### config.mk
export PLATFORM = sky130hd
export DESIGN_NAME = hdb3_txctl
export DESIGN_NICKNAME = d
export VERILOG_FILES = /design/src/rtl/hdb3_txctl.sv
export SDC_FILE = /design/constraint.sdc
export NUM_CORES = 1
export LEC_CHECK = 0
export ABC_AREA = 0
export CAP_MARGIN = 40
export CORE_MARGIN = 2
export CORE_UTILIZATION = 57
export DETAILED_ROUTE_END_ITERATION = 16
export GPL_TIMING_DRIVEN = 0
export HOLD_SLACK_MARGIN = 0.08
export PLACE_DENSITY = 0.8
export SYNTH_ARGS = -nofsm -noshare
export SYNTH_HDL_FRONTEND = slang
export SYNTH_SLANG_ARGS = --single-unit
### constraint.sdc
create_clock -name clk -period 4.7 [get_ports clk]
set_input_delay 0.47 -clock clk [delete_from_list [all_inputs] [get_ports clk]]
set_output_delay 0.47 -clock clk [all_outputs]
set_load 0.02 [all_outputs]
### src/rtl/hdb3_txctl.sv
// HDB3 / AMI line-code transmitter: 4-symbol look-ahead window with B00V / 000V
// substitution, alternating-mark pulse generation and a saturating substitution counter.
module hdb3_txctl #(
   parameter int CNTW = 16
) (
   input  logic            clk,
   input  logic            rst,
   input  logic            ien,
   input  logic            serin,
   input  logic            hdb3en,
   input  logic            aisins,
   input  logic            cntclr,
   output logic            opos,
   output logic            oneg,
   output logic [CNTW-1:0] subcnt
);

   typedef enum logic [1:0] {
      SYM_ZERO = 2'd0,
      SYM_ONE  = 2'd1,
      SYM_B    = 2'd2,
      SYM_V    = 2'd3
   } sym_t;

   sym_t            d3_r, d2_r, d1_r, d0_r;
   sym_t            n3_s, n2_s, n1_s, n0_s;
   logic            lastpol_r;
   logic            pcnt_r;
   logic            pcnt_s;
   logic [1:0]      fill_r;
   logic            pulse_s;
   logic            pol_s;
   logic            bit_s;
   logic            subst_s;
   logic            opos_r;
   logic            oneg_r;
   logic [CNTW-1:0] subcnt_r;

   function automatic logic run_of_zeros(input sym_t a, input sym_t b, input sym_t c,
                                         input logic newbit);
      return (a == SYM_ZERO) && (b == SYM_ZERO) && (c == SYM_ZERO) && !newbit;
   endfunction

   // Emission of the oldest symbol: pulse polarity and pulse-parity update
   always_comb begin
      pulse_s = 1'b0;
      pol_s   = lastpol_r;
      pcnt_s  = pcnt_r;
      case (d3_r)
         SYM_ONE, SYM_B: begin
            pulse_s = 1'b1;
            pol_s   = ~lastpol_r;
            pcnt_s  = ~pcnt_r;
         end
         SYM_V: begin
            pulse_s = 1'b1;
            pol_s   = lastpol_r;
            pcnt_s  = 1'b0;
         end
         default: begin
            pulse_s = 1'b0;
            pol_s   = lastpol_r;
            pcnt_s  = pcnt_r;
         end
      endcase
   end

   // Window shift/load and substitution; the window is only examined once it
   // holds four real line bits, so the reset-filled zeros never trigger a B00V.
   always_comb begin
      bit_s   = serin | aisins;
      n3_s    = d2_r;
      n2_s    = d1_r;
      n1_s    = d0_r;
      n0_s    = bit_s ? SYM_ONE : SYM_ZERO;
      subst_s = hdb3en && (fill_r == 2'd3) && run_of_zeros(d2_r, d1_r, d0_r, bit_s);
      if (subst_s) begin
         n0_s = SYM_V;
         if (pcnt_s == 1'b0) begin
            n3_s = SYM_B;
         end else begin
            n3_s = d2_r;
         end
      end else begin
         n0_s = bit_s ? SYM_ONE : SYM_ZERO;
         n3_s = d2_r;
      end
   end

   // Window, line outputs and polarity state; all frozen between strobes
   always_ff @(posedge clk or negedge rst) begin
      if (!rst) begin
         d3_r      <= SYM_ZERO;
         d2_r      <= SYM_ZERO;
         d1_r      <= SYM_ZERO;
         d0_r      <= SYM_ZERO;
         opos_r    <= 1'b0;
         oneg_r    <= 1'b0;
         lastpol_r <= 1'b0;
         pcnt_r    <= 1'b0;
         fill_r    <= 2'd0;
      end else if (ien) begin
         d3_r      <= n3_s;
         d2_r      <= n2_s;
         d1_r      <= n1_s;
         d0_r      <= n0_s;
         opos_r    <= pulse_s & pol_s;
         oneg_r    <= pulse_s & ~pol_s;
         lastpol_r <= pol_s;
         pcnt_r    <= pcnt_s;
         if (fill_r != 2'd3) begin
            fill_r <= fill_r + 2'd1;
         end else begin
            fill_r <= fill_r;
         end
      end else begin
         d3_r      <= d3_r;
      end
   end

   // Saturating substitution counter; clear has priority and ignores the strobe
   always_ff @(posedge clk or negedge rst) begin
      if (!rst) begin
         subcnt_r <= {CNTW{1'b0}};
      end else if (cntclr) begin
         subcnt_r <= {CNTW{1'b0}};
      end else if (ien && subst_s && (subcnt_r != {CNTW{1'b1}})) begin
         subcnt_r <= subcnt_r + {{(CNTW-1){1'b0}}, 1'b1};
      end else begin
         subcnt_r <= subcnt_r;
      end
   end

   assign opos   = opos_r;
   assign oneg   = oneg_r;
   assign subcnt = subcnt_r;

endmodule

==> key figures <==
Floorplanning
  • Die Wd: 57.79 µm
  • Initial Util: 59.80%
  • Die Ht: 57.79 µm
  • Io pins: 25
  • Die area: 3339 µm²
  • Core Area: 2758 µm²
  • Row count: 19

Pwr
  • Power share of the clock group: 33.9%
  • Leakage power: 0.7730 nW
  • Maximum vdd drop: 360.0 µV
  • Seq pwr share: 49.3%
  • Comb pwr share: 16.8%
  • NetSw: 0.1701 mW
  • Net Sw Frac: 27.33%
  • Pwr Density: 308.5 nW/µm²
  • Pint: 0.4522 mW

Clock tree
  • CTS sink count: 30
  • H-tree levels: 2
  • CTS hold repair buffers: 0
  • Post_cts resized: 0
  • Setup repair bufs after CTS: 0
  • Clk root buf: clkbuf_4
  • Worst-path clk slew: 100 ps
  • CTS buffer count: 5
  • CTS tree: yes
  • Clock Path Buffers: 2
  • Clk Latency, worst-skew pair: 340 ps

Cells and area
  • P&R area growth vs syn: 22.31%
  • Share of cells above drive strength 1: 18.89%
  • Fillers: 200
  • Post-Layout Cell Count: 211
  • Multi-input logic area: 817.0 µm²
  • Inserted Diodes: 0
  • Final-stage net count: 189
  • Register area: 750.7 µm²

Global routing
  • Grt ovf: 0
  • Vias in the first global route: 1,217
  • Pin count of the biggest net entering global routing: 15
  • First-pass GRT wire length: 5478 µm
  • Antenna violations before repair: 0
  • Total Routing Usage GR: 22.09%

Synth
  • Post-Synthesis Cell Area: 1649 µm²
  • Synth Instances: 148
  • Synth warnings: 0
  • Avg Inst Size Synth: 11.14 µm²
  • Syn nets: 158
  • Seq/Total Area, Yosys: 45.52%
  • Post-synthesis sequential element count: 30
  • Yosys cell types: 40

Timing
  • Setup_tns: 0 ps
  • Endpoints failing setup: 0
  • Max_slew headroom: 70.13%
  • RSZ-0062 raised after global routing: no
  • Final Cycle Share: 43.46%
  • Final count of pins violating max slew: 0
  • Worst Max-Slew Pin Slew: 448.0 ps
  • Count of final hold-check violations: 0
  • Minimum clock period: 2043 ps
  • Fmax: 489.6 MHz
  • Setup Skew: 6.351 ps

Routing
  • WL per Instance: 14.78 µm
  • First-pass detailed-route iteration total: 6
  • Top sig layer: met4
  • Via/cell ratio: 5.853
  • Met3 wire length: 131 µm
  • Final WL: 3119 µm
  • Routed Antenna Nets: 0
  • Met2 wire len: 1587 µm
  • Met1 WL: 1378 µm
  • Via count: 1,235
  • Initial DRC count: 81
  • # DRC: 0

Place
  • DP Cell Count: 203
  • Placer Congestion: 0.8036
  • Final HPWL DP: 2344 µm
  • I/O Buffers: 22

Min path
  • Hold Path Class: in2async

Critical path
  • Worst Path Max Fanout: 10
  • Critical-path top delay cell: dfrtp_1
  • Critical path cell sequence: ha_1 -> nand2_1 -> nor3_1 -> buf_2 -> a2111oi_2 -> xnor2_1 -> nor2_1
  • CP delay by family, top: flip-flops
  • Worst flop-to-flop path startpoint: subcnt[0]
  • CP Launch Type: register
  • CP bufs+invs: 1
  • WP data required: 4920 ps
  • CP arrival: 2260 ps
  • Crit. End Element: register
  • Kind of critical path: reg2reg
  • Crit path from: subcnt[0]
  • Max incr delay on CP: 450 ps

Job
  • MaxCap Viol Count: 0

Run status
  • Status: finished, final reports clean
-- synth_stat cells, drive strengths merged --
cell	number	area share, %
a2111oi	6	7.0
nor4	1	0.38
dfrtp	30	46
nand4	2	1.7
nor3	3	1.6
xnor2	12	6.4
nand3	9	2.7
inv	7	1.6
nand2	7	1.6
xor2	1	0.53
a311oi	1	0.53
a21oi	4	1.4
o22ai	1	0.38
a31o	1	0.53
clkbuf	2	0.46
mux2i	2	1.2
and3	3	1.1
nor3b	1	0.46
o21ai	6	1.8
o31ai	1	0.46
buf	6	2.9
o41ai	1	0.53
or4	1	0.46
nand2b	3	1.1
a211oi	4	2.7
ha	3	2.3
nor2	17	3.9
nor2b	2	0.76
and2	2	0.76
mux2	5	3.4
and4	1	0.53
a31oi	1	0.38
nor4b	2	2.9
-- cell type report --
class                      count  share of cell area, %
buffer                         8                  2.730
inverter                       7                  1.303
tap                           31                  1.923
clock inverter                 3                  2.233
clock buffer                   5                  1.861
multi-input combinational    103                  40.51
sequential                    30                  37.22
timing repair buffer          24                  12.22
-- logic make-up (layout without fill, tap and decap cells) --
family / after synthesis / count (layout) / synth area share [%]
buffers and inverters: 15 / 47 / 4.932
AO/OA/AOI/OAI: 26 / 26 / 15.78
XOR/XNOR: 13 / 13 / 6.904
AND/OR/NAND/NOR: 54 / 54 / 19.96
multiplexers: 7 / 7 / 4.628
flip-flops: 30 / 30 / 45.52
adder cells (fa/ha/maj): 3 / 3 / 2.276
-- power groups by stage --
stage / sequential (mW) / clock (mW) / combinational, mW
4_1_cts: 0.307 / 0.217 / 0.107
3_3_place_gp: 0.309 / 0 / 0.0983
5_1_grt: 0.310 / 0.230 / 0.116
6_report: 0.307 / 0.211 / 0.105
3_5_place_dp: 0.312 / 0 / 0.106
2_1_floorplan: 0.317 / 0 / 0.0606
-- sequential cells by signal, summed over array words and instances (netlist names) --
register	count
d0_r	2
d1_r	2
d2_r	2
d3_r	2
fill_r	2
lastpol_r	1
oneg	1
opos	1
pcnt_r	1
subcnt	16
-- placed cells by master, fill, tap and decap left out, types with 5 or more instances in the layout --
cell type        instances
clkbuf_4                 5
clkdlybuf4s50_1         22
dfrtp_1                 30
inv_1                    7
mux2_2                   5
nand2_1                  7
nand3_1                  9
nor2_1                  17
o21ai_0                  6
xnor2_1                 12
-- stage by stage --
step | worst slack [ps] | instance area [µm²] | util (%) | hold slack [ps] | power (mW)
5_1_grt | 2538 | 2017 | 73.14 | 420.2 | 0.6561
2_1_floorplan | 2782 | 1649 | - | 174.4 | 0.3772
6_report | 2657 | 2017 | 73.14 | 397.7 | 0.6223
3_3_place_gp | 2325 | 1908 | 69.19 | 461.0 | 0.4078
4_1_cts | 2657 | 2017 | 73.14 | 394.1 | 0.6308
3_5_place_dp | 2305 | 1934 | 70.15 | 471.7 | 0.4177
-- metal layers --
layer / GRT usage, % / vias up
met5: 0 / -
met4: 9.967 / 0
met3: 7.589 / 5
met2: 35.71 / 30
met1: 26.74 / 614
li1: - / 586
-- path summary, 6_finish.rpt --
kind	slack (ps)	endpoint	cells past startpoint
setup / recovery	2660	subcnt[8]	7
hold reg to reg	490	fill_r[0]	1
max in group asynchronous	3720	subcnt[2]	3
hold / removal	400	subcnt[8]	1
setup reg to reg	2660	subcnt[8]	7
min in group clk	470	subcnt[13]	2
(Power assumes the default switching activity.)
